`config.mk`:
```
export PLATFORM = sky130hd
export DESIGN_NAME = tdmo_tx
export DESIGN_NICKNAME = d
export VERILOG_FILES = /design/src/rtl/tdmo_tx_pkg.sv /design/src/rtl/tdmo_tx_edge_sync.sv /design/src/rtl/tdmo_tx.sv
export SDC_FILE = /design/constraint.sdc
export NUM_CORES = 1
export LEC_CHECK = 0
export ABC_AREA = 1
export CAP_MARGIN = 20
export CORE_MARGIN = 2
export CORE_UTILIZATION = 48
export CTS_BUF_LIST = sky130_fd_sc_hd__clkbuf_8
export CTS_CLUSTER_SIZE = 24
export DETAILED_ROUTE_END_ITERATION = 16
export DONT_BUFFER_PORTS = 1
export PLACE_DENSITY = 0.71
export SLEW_MARGIN = 20
export SYNTH_ARGS = -nofsm -noshare
export SYNTH_HDL_FRONTEND = slang
export SYNTH_HIERARCHICAL = 1
export SYNTH_SLANG_ARGS = --single-unit
```
`constraint.sdc`:
```
create_clock -name clk -period 5 [get_ports clk]
set_input_delay 1.25 -clock clk [delete_from_list [all_inputs] [get_ports clk]]
set_output_delay 1.25 -clock clk [all_outputs]
set_load 0.02 [all_outputs]
```
`src/rtl/tdmo_tx_pkg.sv`:
```
// Shared definitions for the TDM output block: register sub-addresses,
// channel geometry and the STATUS register layout.
package tdmo_tx_pkg;

    localparam int TDMO_NUM_CH = 32;
    localparam int TDMO_CH_W   = 5;

    localparam logic [15:0] TDMO_START  = 16'h0000;
    localparam logic [15:0] TDMO_STATUS = 16'h0004;
    // Bits [12:8] of a TDMO_ALL read address carry the channel, so they are masked out of the decode.
    localparam logic [15:0] TDMO_ALL      = 16'h2000;
    localparam logic [15:0] TDMO_ALL_MASK = 16'hE0FF;

    typedef struct packed {
        logic [21:0]          rsvd;
        logic                 enable;
        logic                 aligned;
        logic [TDMO_CH_W-1:0] ch;
        logic [2:0]           bit_idx;
    } tdmo_status_t;

    function automatic logic addr_is_all(input logic [15:0] sub_adr);
        return (sub_adr & TDMO_ALL_MASK) == TDMO_ALL;
    endfunction

endpackage

```
`src/rtl/tdmo_tx_edge_sync.sv`:
```
// Multi-flop synchroniser followed by a rising-edge detector whose history
// flop only advances on cycles where 'sample' is high.
module tdmo_edge_sync #(
    parameter int STAGES = 2
) (
    input  logic clk,
    input  logic reset_n,
    input  logic async_in,
    input  logic sample,
    output logic rise
);

    logic [STAGES-1:0] sync_q;
    logic              prev_q;

    always_ff @(posedge clk or negedge reset_n) begin
        if (!reset_n) begin
            sync_q <= '0;
            prev_q <= 1'b0;
        end else begin
            sync_q <= {sync_q[STAGES-2:0], async_in};
            if (sample) begin
                prev_q <= sync_q[STAGES-1];
            end
        end
    end

    assign rise = sync_q[STAGES-1] & ~prev_q;

endmodule

```
`src/rtl/tdmo_tx.sv`:
```
// Time Division Multiplexer Out: 32 byte-wide samples written over Wishbone
// and serialised MSb first onto one TDM line, aligned by frame_sync.
module tdmo_tx
    import tdmo_tx_pkg::*;
#(
    parameter int NUM_CH      = TDMO_NUM_CH,
    parameter int SYNC_STAGES = 2
) (
    input  logic        clk,
    input  logic        reset_n,
    input  logic        ser_clk,
    input  logic        frame_sync,
    output logic        data_out,
    output logic        new_frame_int,
    input  logic [31:0] i_wb_adr,
    input  logic [3:0]  i_wb_sel,
    input  logic        i_wb_we,
    input  logic [31:0] i_wb_dat,
    output logic [31:0] o_wb_dat,
    input  logic        i_wb_cyc,
    input  logic        i_wb_stb,
    output logic        o_wb_ack,
    output logic        o_wb_err
);

    logic                 ser_rise;
    logic                 fs_edge;
    logic                 enable;
    logic                 aligned;
    logic [TDMO_CH_W-1:0] ch_count;
    logic [2:0]           bit_count;
    logic [7:0]           shift_reg;
    logic [7:0]           mem [NUM_CH];

    logic                 wb_req;
    logic                 wb_wr;
    logic                 wb_rd;
    logic                 start_hit;
    logic                 status_hit;
    logic                 all_hit;
    logic                 mem_wr;
    logic [TDMO_CH_W-1:0] wr_ch;
    logic [TDMO_CH_W-1:0] rd_ch;
    logic [TDMO_CH_W-1:0] load_ch;
    logic [7:0]           load_byte;
    tdmo_status_t         status;
    logic                 unused_bits;

    tdmo_edge_sync #(.STAGES(SYNC_STAGES)) u_ser_sync (
        .clk      (clk),
        .reset_n  (reset_n),
        .async_in (ser_clk),
        .sample   (1'b1),
        .rise     (ser_rise)
    );

    // The frame_sync history only moves on bit-clock edges, so its rise is fs_edge directly.
    tdmo_edge_sync #(.STAGES(SYNC_STAGES)) u_fs_sync (
        .clk      (clk),
        .reset_n  (reset_n),
        .async_in (frame_sync),
        .sample   (ser_rise),
        .rise     (fs_edge)
    );

    assign wb_req     = i_wb_stb & i_wb_cyc & ~o_wb_ack;
    assign wb_wr      = wb_req & i_wb_we;
    assign wb_rd      = wb_req & ~i_wb_we;
    assign start_hit  = (i_wb_adr[15:0] == TDMO_START);
    assign status_hit = (i_wb_adr[15:0] == TDMO_STATUS);
    assign all_hit    = addr_is_all(i_wb_adr[15:0]);
    assign mem_wr     = wb_wr & all_hit & i_wb_sel[0];
    assign wr_ch      = i_wb_dat[12:8];
    assign rd_ch      = i_wb_adr[12:8];
    assign o_wb_err   = 1'b0;

    assign unused_bits = ^{i_wb_adr[31:16], i_wb_sel[3:1], i_wb_dat[31:13]};

    // A write landing on the channel being loaded this cycle is forwarded straight into shift_reg.
    assign load_ch   = fs_edge ? '0 : ch_count + 5'd1;
    assign load_byte = (mem_wr && (wr_ch == load_ch)) ? i_wb_dat[7:0] : mem[load_ch];

    always_comb begin
        status         = '0;
        status.enable  = enable;
        status.aligned = aligned;
        status.ch      = ch_count;
        status.bit_idx = bit_count;
    end

    always_ff @(posedge clk or negedge reset_n) begin
        if (!reset_n) begin
            o_wb_ack <= 1'b0;
        end else begin
            o_wb_ack <= wb_req;
        end
    end

    always_ff @(posedge clk or negedge reset_n) begin
        if (!reset_n) begin
            enable <= 1'b0;
        end else if (wb_wr && start_hit && i_wb_sel[0]) begin
            enable <= i_wb_dat[0];
        end
    end

    always_ff @(posedge clk or negedge reset_n) begin
        if (!reset_n) begin
            for (int i = 0; i < NUM_CH; i++) begin
                mem[i] <= 8'h00;
            end
        end else if (mem_wr) begin
            mem[wr_ch] <= i_wb_dat[7:0];
        end
    end

    always_ff @(posedge clk or negedge reset_n) begin
        if (!reset_n) begin
            o_wb_dat <= 32'h0;
        end else if (wb_rd) begin
            if (status_hit) begin
                o_wb_dat <= status;
            end else if (all_hit) begin
                o_wb_dat <= {19'b0, rd_ch, mem[rd_ch]};
            end else begin
                o_wb_dat <= 32'h0;
            end
        end
    end

    // A frame start in the same cycle as a clearing STATUS read leaves the interrupt set.
    always_ff @(posedge clk or negedge reset_n) begin
        if (!reset_n) begin
            new_frame_int <= 1'b0;
        end else begin
            if (wb_rd && status_hit) begin
                new_frame_int <= 1'b0;
            end
            if (enable && ser_rise && fs_edge) begin
                new_frame_int <= 1'b1;
            end
        end
    end

    always_ff @(posedge clk or negedge reset_n) begin
        if (!reset_n) begin
            data_out  <= 1'b0;
            aligned   <= 1'b0;
            ch_count  <= '0;
            bit_count <= 3'd7;
            shift_reg <= 8'h00;
        end else if (!enable) begin
            data_out  <= 1'b0;
            aligned   <= 1'b0;
            ch_count  <= '0;
            bit_count <= 3'd7;
        end else if (ser_rise) begin
            if (fs_edge) begin
                shift_reg <= load_byte;
                data_out  <= load_byte[7];
                ch_count  <= '0;
                bit_count <= 3'd6;
                aligned   <= 1'b1;
            end else if (aligned && bit_count != 3'd7) begin
                data_out  <= shift_reg[bit_count];
                bit_count <= bit_count - 3'd1;
            end else if (aligned) begin
                ch_count  <= load_ch;
                shift_reg <= load_byte;
                data_out  <= load_byte[7];
                bit_count <= 3'd6;
            end else begin
                data_out  <= 1'b0;
            end
        end
    end

endmodule
```
==> flow_metrics.tcl <==
set metrics [dict create \
    synth_fa_ha_area_share_pct 0.2228 \
    die_area_sq_mm 0.03662 \
    grt_max_degree 297 \
    largest_register_ffs 256 \
    wirelength_um 53800 \
    setup_ws_ns 1.879 \
    fin_crit_ns 3.121 \
    ant_nets 0 \
    syn_avg_cell_area_sq_um 7.083 \
    layout.nets 2374 \
    power_density_mw_per_mm2 403.8 \
    cts_max_level 2 \
    leakagePower_nw 8.229 \
    yosysWarnings 6 \
    synth_top_area_share_pct 43.51 \
    fp.dieW_um 191.4 \
    cts_hold_buffers 0 \
    ys_seq_area_share_pct 43.98 \
    yosysTopAreaCell "dfrtp_1" \
    num_rows 68 \
    synthSimpleGateAreaFrac_pct 27.37 \
    worst_slew_pin_slew_ns 1.160 \
    grt_pass1_vias 14910 \
    synth_mux_area_share_pct 0 \
    rsz0062_at_grt "false" \
    ctsResizeCount 0 \
    synth.area.top_cells "dfrtp_1, nand2_1, o21ai_0, nand3_1, inv_1" \
    cp_max_fo 66 \
    p_sw_mw 2.795 \
    critical_path_class "register to register" \
    clockBufferDepth 3 \
    synth-xor-area-share_pct 0 \
    post_drt_wl_per_cell_um 19.24 \
    cts.root.buffer_cell "clkbuf_8" \
    ir_drop_v 0.0004307 \
    reg2reg_slack_ns 1.88 \
    fmax_mhz 320.4 \
    synth.distinct_cells 34 \
    dp_hpwl_um 32130 \
    antenna_found_initial 0 \
    cts_setup_buffers 0 \
    seq_power_share_pct 34.6 \
    cp-start-kind "register" \
    synth_area_sq_mm 0.01685 \
    internal_power_mw 4.513 \
    grt_pass1_wl_um 83090 \
    pre_cts_ws_ns 1.586 \
    drive_gt1_share_pct 7.051 \
    status "complete, no violations" \
    hold_slack_ns 0.3562 \
    cap_violations 0 \
    cp.arrival_ns 3.62 \
    finalClockSkew_ns 0.03271 \
    nFillCells 3325 \
    power.share.clock_pct 33.2 \
    vias_per_cell 5.831 \
    cp-startpoint "ch_count[0]" \
    finalSetupTns_ns 0 \
    finalMaxSlewViolations 0 \
    drt_iter0_markers 1721 \
    overflow 0 \
    p_comb_share_pct 32.1 \
    clkLatencyLatePin_ns 0.62 \
    drc 0 \
    io_buffers 0 \
    power_mw 7.308 \
    synthToLayoutAreaGrowth_pct 7.403 \
    max-slew-margin-rel_pct 22.55 \
    r2r_end "shift_reg[3]" \
    die_y_um 191.4 \
    synth_top_family_by_area "simple AND/OR/NAND/NOR gates" \
    netSwitchingFraction_pct 38.25 \
    cts_tree "built" \
    io_pins 111 \
    initial_core_util_pct 48.78 \
    vias 16300 \
    grt_use_total_pct 29.27 \
    crit_path_end_kind "register" \
    r2r-start "ch_count[0]" \
    fin_crit_sh_pct 62.42 \
    setup_violations 0 \
    rr_worst_depth 11 \
    cts_sinks 296 \
    ys_ff_latch 296 \
    numCtsBuffers 52 \
    cp.required_ns 5.50 \
    finalHoldViolations 0 \
    fin_util_pct 52.39 \
    clkTransAtPathRegs_ns 0.06 \
    core_sq_mm 0.03454 \
    synth_compound_area_share_pct 17.22 \
    dr.pass1.iters 6 \
    place_congestion 0.9523 \
    hold_path.class "primary input to asynchronous set/reset pin" \
    synthCells 2379 \
]
## stage by stage
step	cells	instance area, sq um
floorplan	2399	16930
global placement	2696	16920
detailed placement	2696	16920
CTS	2794	18080
global route	2795	18100
finish	2796	18100
## power by group through the flow
stage | Sequential [mW] | Combinational, mW | Clock [mW]
floorplan | 2.54 | 1.62 | 0
global route | 2.54 | 2.54 | 2.58
CTS | 2.53 | 2.27 | 2.46
global placement | 2.57 | 2.23 | 0
finish | 2.53 | 2.35 | 2.43
detailed placement | 2.57 | 2.26 | 0
## final cells by class
type | instances | area [sq um] | area share, %
Antenna cell | 1 | 2.502 | 0.01383
Clock buffer | 75 | 1032 | 5.703
Clock inverter | 23 | 127.6 | 0.7051
Inverter | 284 | 1067 | 5.897
Multi-Input combinational cell | 1637 | 7651 | 42.27
Sequential cell | 296 | 7411 | 40.95
Tap cell | 455 | 569.3 | 3.146
Timing Repair Buffer | 25 | 237.7 | 1.314
## worst max-delay path by stage
stage / to / slack [ns] / cells after the start
5_1_grt: data_out / 1.68 / 12
4_1_cts: shift_reg[7] / 2.01 / 11
3_5_place_dp: o_wb_dat[0] / 1.59 / 8
6_report: shift_reg[3] / 1.88 / 11
3_3_place_gp: o_wb_dat[0] / 1.55 / 8
2_1_floorplan: mem[137] / 2.35 / 10
## cells by family after synthesis
| family | after synthesis |
|---|---|
| buf+inv | 466 |
| fa+ha+maj | 3 |
| other cells | 2 |
| compound gates | 565 |
| simple gates | 1047 |
| flops | 296 |
## worst max-delay path, cell delays in order, from the launching register on
cell and delay, ns:
dfrtp_1 0.39, buf_4 0.31, inv_1 0.23, nand2_4 0.67, buf_4 0.42, nand2_1 0.09
nand3_1 0.11, nand3_1 0.16, nand3_1 0.11, nand3_1 0.18, nand3_1 0.22, a21oi_1 0.09
## layout by cell type, fill, tap and decap left out, drive strengths merged, types with 12 or more instances in the layout
| cell | synthesis | routed |
|---|---|---|
| o21ai | 405 | 405 |
| nor2 | 51 | 51 |
| nand2 | 598 | 598 |
| dfrtp | 293 | 293 |
| o211ai | 12 | 12 |
| buf | 68 | 25 |
| nand4 | 15 | 15 |
| a21oi | 131 | 131 |
| conb | 2 | 22 |
| clkbuf | 114 | 75 |
| clkinv | 4 | 12 |
| inv | 280 | 292 |
| nand3 | 368 | 368 |
## Yosys cell counts
cell type / instances
nand3_1: 359
dfrtp_1: 293
clkbuf_1: 113
nand2_1: 581
clkinv_1: 4
a21oi_1: 131
o22ai_1: 3
a22o_1: 1
nor2_1: 46
and3b_1: 1
dfstp_2: 3
a31oi_1: 1
nor2_2: 5
nand2_2: 17
o21ai_0: 360
nor3_1: 2
a32oi_1: 1
ha_1: 3
buf_4: 21
o221ai_1: 3
buf_1: 5
clkbuf_2: 1
o21ai_1: 45
o211ai_1: 12
a22oi_1: 8
nand3_2: 9
buf_2: 42
inv_1: 273
conb_1: 2
nand4_1: 15
inv_2: 7
nor3_4: 2
nor3_2: 7
and3_1: 3
## routing by layer
layer	track usage [%]	wire length, um
met1	38.36	21860
met2	45.21	23920
met3	6.866	5292
met4	15.00	2729
met5	0	0
Note: power is estimated with default switching activity, not from simulation.
